<file path="config.mk">
export PLATFORM = sky130hd
export DESIGN_NAME = fir_out_serializer
export DESIGN_NICKNAME = d
export VERILOG_FILES = /design/src/rtl/fir_out_serializer.sv
export SDC_FILE = /design/constraint.sdc
export NUM_CORES = 1
export LEC_CHECK = 0
export ABC_AREA = 1
export BUFFER_PORTS_ARGS = -buffer_cell sky130_fd_sc_hd__buf_2
export CAP_MARGIN = 20
export CORE_UTILIZATION = 55
export CTS_CLUSTER_DIAMETER = 30
export DETAILED_ROUTE_END_ITERATION = 7
export PLACE_DENSITY_LB_ADDON = 0.3
export SLEW_MARGIN = 20
export SYNTH_ARGS = -nofsm -noshare
export SYNTH_HDL_FRONTEND = slang
export SYNTH_SLANG_ARGS = --single-unit
export TNS_END_PERCENT = 10
</file>
<file path="constraint.sdc">
create_clock -name clk -period 7.36 [get_ports clk]
set_input_delay 0.736 -clock clk [delete_from_list [all_inputs] [get_ports clk]]
set_output_delay 0.736 -clock clk [all_outputs]
set_load 0.03 [all_outputs]
</file>
<file path="src/rtl/fir_out_serializer.sv">
// Buffers fir output samples in a small FIFO and streams each as OUT_W-bit beats, MSB slice first.
// Define FIR_SER_PARITY_EN to append an even-parity beat to every frame.
module fir_out_serializer #(
    parameter int DATA_W = 32,
    parameter int OUT_W  = 4,
    parameter int DEPTH  = 4
) (
    input  logic              clk,
    input  logic              rst,
    input  logic              in_valid,
    input  logic [DATA_W-1:0] in_data,
    input  logic              ser_ready,
    output logic [OUT_W-1:0]  ser_data,
    output logic              ser_valid,
    output logic              ser_sof,
    output logic              ser_eof,
    output logic              overflow
);
    localparam int BEATS = DATA_W / OUT_W;
    localparam int AW    = $clog2(DEPTH);
`ifdef FIR_SER_PARITY_EN
    localparam int FRAME = BEATS + 1;
    localparam int SH_W  = DATA_W + OUT_W;
`else
    localparam int FRAME = BEATS;
    localparam int SH_W  = DATA_W;
`endif
    localparam int CW = $clog2(FRAME + 1);
    localparam logic [CW-1:0] LAST = CW'(FRAME - 1);

    typedef enum logic {IDLE, SHIFT} state_t;

    state_t             state_reg, state_next;
    logic [DATA_W-1:0]  mem [DEPTH];
    logic [AW:0]        wr_ptr_reg, rd_ptr_reg, count;
    logic               full, empty, wr_en, pop;
    logic [DATA_W-1:0]  head;
    logic [SH_W-1:0]    shreg_reg, shreg_next, load_val;
    logic [CW-1:0]      beat_cnt_reg, beat_cnt_next;
    logic               valid_next, sof_next, eof_next;

    // Pointers carry one extra bit so full and empty are distinguishable.
    assign count = wr_ptr_reg - rd_ptr_reg;
    assign full  = (count == (AW+1)'(DEPTH));
    assign empty = (count == '0);
    assign wr_en = in_valid && !full;
    assign head  = mem[rd_ptr_reg[AW-1:0]];

`ifdef FIR_SER_PARITY_EN
    // Parity beat rides in the low slice so the normal shift delivers it last.
    assign load_val = {head, OUT_W'(^head)};
`else
    assign load_val = head;
`endif

    assign ser_data = shreg_reg[SH_W-1 -: OUT_W];

    always_ff @(posedge clk) begin
        if (wr_en) begin
            mem[wr_ptr_reg[AW-1:0]] <= in_data;
        end
    end

    always_comb begin
        state_next    = state_reg;
        shreg_next    = shreg_reg;
        beat_cnt_next = beat_cnt_reg;
        valid_next    = ser_valid;
        sof_next      = ser_sof;
        eof_next      = ser_eof;
        pop           = 1'b0;
        case (state_reg)
            IDLE: begin
                if (!empty) begin
                    pop        = 1'b1;
                    state_next = SHIFT;
                end
            end
            SHIFT: begin
                if (ser_valid && ser_ready) begin
                    if (beat_cnt_reg == LAST) begin
                        if (!empty) begin
                            pop = 1'b1;
                        end else begin
                            state_next = IDLE;
                            valid_next = 1'b0;
                            sof_next   = 1'b0;
                            eof_next   = 1'b0;
                        end
                    end else begin
                        shreg_next    = shreg_reg << OUT_W;
                        beat_cnt_next = beat_cnt_reg + 1'b1;
                        sof_next      = 1'b0;
                        eof_next      = (beat_cnt_next == LAST);
                    end
                end
            end
            default: state_next = IDLE;
        endcase
        if (pop) begin
            shreg_next    = load_val;
            beat_cnt_next = '0;
            valid_next    = 1'b1;
            sof_next      = 1'b1;
            eof_next      = (LAST == '0);
        end
    end

    always_ff @(posedge clk or posedge rst) begin
        if (rst) begin
            state_reg    <= IDLE;
            wr_ptr_reg   <= '0;
            rd_ptr_reg   <= '0;
            shreg_reg    <= '0;
            beat_cnt_reg <= '0;
            ser_valid    <= 1'b0;
            ser_sof      <= 1'b0;
            ser_eof      <= 1'b0;
            overflow     <= 1'b0;
        end else begin
            state_reg    <= state_next;
            shreg_reg    <= shreg_next;
            beat_cnt_reg <= beat_cnt_next;
            ser_valid    <= valid_next;
            ser_sof      <= sof_next;
            ser_eof      <= eof_next;
            if (wr_en) begin
                wr_ptr_reg <= wr_ptr_reg + 1'b1;
            end
            if (pop) begin
                rd_ptr_reg <= rd_ptr_reg + 1'b1;
            end
            if (in_valid && full) begin
                overflow <= 1'b1;
            end
        end
    end
endmodule

</file>
## Yosys cells after proc, flatten, opt, wreduce, memory -nomap -nowiden

Memories as Yosys holds them, arrays and structs flattened.
Index checks and enable logic that the tools add are counted.

| cells by class | value |
|---|---|
| eq/ne operators | 5 |
| bitwise gates (word level) | 1 |
| reductions and logical operators | 12 |
| multiplexer cells | 30 |
| $add $sub $neg | 4 |

Operators with widths:

| cell | number |
|---|---|
| $mux W32 | 4 |
| $mux W1 | 20 |
| $mux W4 | 4 |
| $eq A4 B3 Y1 const B | 2 |
| $reduce_bool A2 Y1 | 4 |
| $add A3 B1 Y3 const B | 2 |
| $reduce_and A3 Y1 | 2 |
| $add A4 B1 Y4 const B | 1 |
| $pmux W1 S2 | 2 |
| $reduce_and A4 Y1 | 1 |
| $eq A3 B3 Y1 const B | 1 |
| $logic_and A1 B1 Y1 | 3 |
| $logic_not A3 Y1 | 1 |
| $ne A3 B3 Y1 const B | 1 |
| $sub A3 B3 Y3 | 1 |
| $ne A2 B2 Y1 const B | 1 |
| $logic_not A1 Y1 | 1 |
| $not A1 Y1 | 1 |

| word-level totals | value |
|---|---|
| output and inout port bits | 8 |
| flip-flop bits (word level) | 47 |
| input bits | 36 |
| RAM bits | 128 |
| memories kept | 1 |

Memories:

| memory | words | width | read ports | clocked after memory_dff | write ports | line | text |
|---|---|---|---|---|---|---|---|
| mem | 4 | 32 | 1 | 0 | 1 | 34 | `logic [DATA_W-1:0] mem [DEPTH];` |

## Longest topological paths before layout

| depth | value |
|---|---|
| word-level depth | 8 |
| depth in mapped cells | 14 |
| gate-level depth less buffers | 12 |

## Worst setup path after synthesis

Ideal clock, no wire load.

| timing path | value |
|---|---|
| kind | register to register |
| start point | register rd_ptr_reg[1] |
| end point | memory mem[3][0] (enable) |
| period minus slack after synthesis | 3.341 ns |
| setup slack | 4.019 ns |
| arrival | 2.918 ns |
| stages on the path, launching flop included | 12 |
| cell sequence | dfrtp_1 buf_2 inv_2 buf_2 ha_1 nand2_1 nand2_1 nand2_4 nand2_1 nand2_1 nand2_2 nor2_1 |

| between the ends | value |
|---|---|
| word-level cells in the longest chain between the ends | 6 |

Ends and longest elaborated chain:

| item | line | text |
|---|---|---|
| from (decl) | 35 | `logic [AW:0] wr_ptr_reg, rd_ptr_reg, count;` |
| from (signal assigned) | 131 | `rd_ptr_reg <= rd_ptr_reg + 1'b1;` |
| $sub A3 B3 Y3 | 43 | `assign count = wr_ptr_reg - rd_ptr_reg;` |
| $eq A3 B3 Y1 | 44 | `assign full = (count == (AW+1)'(DEPTH));` |
| $logic_not A1 Y1 | 46 | `assign wr_en = in_valid && !full;` |
| $logic_and A1 B1 Y1 | 46 |  |
| $mux W1 | 59 | `if (wr_en) begin` |
| $mux W1 (not written as such) | 60 | `mem[wr_ptr_reg[AW-1:0]] <= in_data;` |
| to (decl) | 34 |  |

No other way between the ends.

## Worst setup path in the final report

| timing path | value |
|---|---|
| start point | register rd_ptr_reg[1] |
| end point | register beat_cnt_reg[2] |

| between the ends | value |
|---|---|
| word-level cells in the longest chain between the ends | 8 |
| elaborated cells between the ends (all ways) | 11 |
| those cells by class | add/sub: 1; eq/ne: 1; mux: 5; reduce/logical: 4 |

Ends and longest elaborated chain:

| item | line | text |
|---|---|---|
| $sub A3 B3 Y3 * | 43 |  |
| $logic_not A3 Y1 * | 45 | `assign empty = (count == '0);` |
| $mux W1 * | 74, 82 |  |
| $mux W1 | 81 | `if (beat_cnt_reg == LAST) begin` |
| $mux W1 | 80 | `if (ser_valid && ser_ready) begin` |
| $pmux W1 S2 * | 72 | `case (state_reg)` |
| $ne A2 B2 Y1 (no source line) or $reduce_bool A2 Y1 (tied branches) | -- |  |
| $reduce_and A3 Y1 (no source line) | -- |  |
| to (signal assigned) | 123 | `beat_cnt_reg <= beat_cnt_next;` |
| to (decl) | 39 | `logic [CW-1:0] beat_cnt_reg, beat_cnt_next;` |

Every way passes the cells marked *; elsewhere a longest branch is shown, timed or not.
A chain may end at the register's enable or synchronous reset.

==> metrics.yaml <==
clock_network:
  cts_made_buffers: 17
  cts.sinks: 175
  clk_latency_ns: 0.43
  htreeDepth: 4
  clkTransAtPathRegs_ns: 0.06
  cts_tree: "done"
  cts-resized-gates: 0
  clockBufferDepth: 2
  post_cts_buffers: 0
  cts_root_buf: "clkbuf_16"
  holdBufCountCts: 0
drt:
  wl_per_cell_um: 16.0
  vias: 4960
  drcViolationCount: 0
  postRouteAntennaNets: 0
  wl_met2_um: 7140
  firstDrtPassIters: 5
  drtIter0Drc: 324
  top_layer_used: "met4"
  finalWirelength_um: 14800
  wl_met1_um: 6430
  avgViaCountPerCell: 5.34
  wl_met3_um: 915
placement:
  place_area_um2: 7870
  numPortBuffers: 43
  dpl.hpwl_um: 8300
  gp_congestion: 0.763
timing:
  finalSetupViolCount: 0
  rsz0062_at_grt: "false"
  fin_crit_sh_pct: 41.5
  period_minus_slack_ns: 3.05
  hold_viol: 0
  slew_headroom_pct: 45.2
  finalMaxSlewViolations: 0
  max_freq_mhz: 328
  setup_tns_ns: 0
  worst_pin_slew_ns: 0.821
  finClkSkew_ns: 0.00617
floorplanning:
  die_area_um2: 14500
  dieWidth_um: 120
  ios: 44
  start_util_pct: 57.2
  rows: 42
  core-area_um2: 13500
  dieHeight_um: 120
global_route:
  antenna_found_initial: 0
  grt_pass1_wl_um: 23800
  grt_max_degree: 68
  grt_overflow_total: 0
  grt_pass1_vias: 4878
  track_usage_pct: 22.2
worst_setup_path:
  cp-startpoint: "rd_ptr_reg[1]"
  endpoint_kind: "register"
  regToRegSetupSlack_ns: 4.31
  r2r_cells: 11
  r2r-start: "rd_ptr_reg[1]"
  cp_data_required_time_ns: 7.73
  cp-start-kind: "register"
  crit_type: "register to register"
  worstPathArrival_ns: 3.42
  worstPathMaxFanout: 34
power:
  p_leak_nw: 3.49
  p_per_area_nw_per_um2: 294
  ir_worst_vdd_uv: 208
synth:
  synth_top_cell_by_area: "edfxtp_1"
  ys_ff_latch: 175
  synth-seq-area-share_pct: 65.2
  netlist.area_leader.share_pct: 49.9
  yosysWarnings: 0
  ys_top_cells_by_area: "edfxtp_1, dfrtp_1, nand2_1"
  avgSynthCellArea_um2: 10.8
  synth_fp_nets: 757
  synth_cell_types: 31
  synth_area_um2: 7700
  synth_cells: 712
layout:
  drive_gt1_share_pct: 17.2
  num-nets-final: 785
  final_common_cell: "nand2_1"
  largest_reg_flops: 128
  fillCellCount: 1048
  final_area_um2: 8480
  synthToLayoutAreaGrowth_pct: 10.1
  layout_common_cells: "nand2_1, edfxtp_1, nor2_1"
  diodes: 0
flow_run:
  maxCapViolCount: 0
hold_path:
  hold_class: "primary input to async pin"
status:
  status: "complete, no violations"
-- cells in the mapped netlist (all sizes together) --
library cell,number
a21oi,2
a31o,1
buf,32
clkbuf,9
dfrtp,47
edfxtp,128
ha,9
inv,18
nand2,222
nand3,33
nand4,3
nor2,132
o21ai,67
o22ai,4
xnor2,2
xor2,3
-- layout make-up --
class                      instances  area (um^2)  share of cell area (%)
inverter                          18         68.8                   0.812
multi-input combinational        478         2300                    27.2
clock buffer                      17          425                    5.02
sequential                       175         5020                    59.2
timing repair buffer              50          288                    3.40
tap                              176          220                    2.60
clock inverter                    14          148                    1.74
-- report_power, final --
group	switching [mW]	internal (mW)
Combinational	0.260	0.0795
Clock	0.354	0.524
Sequential	0.0365	1.23
-- metrics by stage --
| stage | setup WS (ns) | hold WS [ns] | instances | util, % | total power [mW] |
|---|---|---|---|---|---|
| detailed placement | 4.33 | 0.463 | 896 | 58.5 | 1.63 |
| floorplan | 4.02 | 0.442 | 712 | - | 1.55 |
| global route | 4.01 | 0.490 | 928 | 63.0 | 2.58 |
| global placement | 4.37 | 0.464 | 896 | 58.5 | 1.62 |
| CTS | 4.33 | 0.481 | 927 | 62.8 | 2.50 |
| finish | 4.31 | 0.433 | 928 | 63.0 | 2.49 |
-- path summary, 6_finish.rpt --
| check | to |
|---|---|
| setup / recovery | beat_cnt_reg[2] |
| hold / removal | shreg_reg[14] |
| setup reg to reg | beat_cnt_reg[2] |
| hold reg to reg | overflow |
| max in group asynchronous | rd_ptr_reg[0] |
| min in group clk | overflow |
-- critical path, stage by stage (launching register included) --
cell,delay [ns]
dfrtp_1,0.39
inv_2,0.50
ha_1,0.39
nand2_1,0.08
nand2_1,0.08
nand2_4,0.13
nand3_4,0.40
nand2_4,0.50
inv_2,0.19
nor2_1,0.16
nand2_1,0.07
nand2_1,0.07
-- metal layers --
layer	vias to the layer above	GRT usage [%]
li1	2409	-
met1	2353	28.0
met2	175	36.2
met3	23	5.42
met4	0	10.5
met5	-	0
-- logic make-up after synthesis --
kind of cell	count (synthesis)	share of synthesized area (%)
adders and majority gates	9	1.46
AOI/OAI and AO/OA	74	4.92
buffers and inverters	59	5.00
xor gates and xnor gates	5	0.569
DFF	175	65.2
and+or+nand+nor	390	22.8
Note: power is estimated with default switching activity, not from simulation.
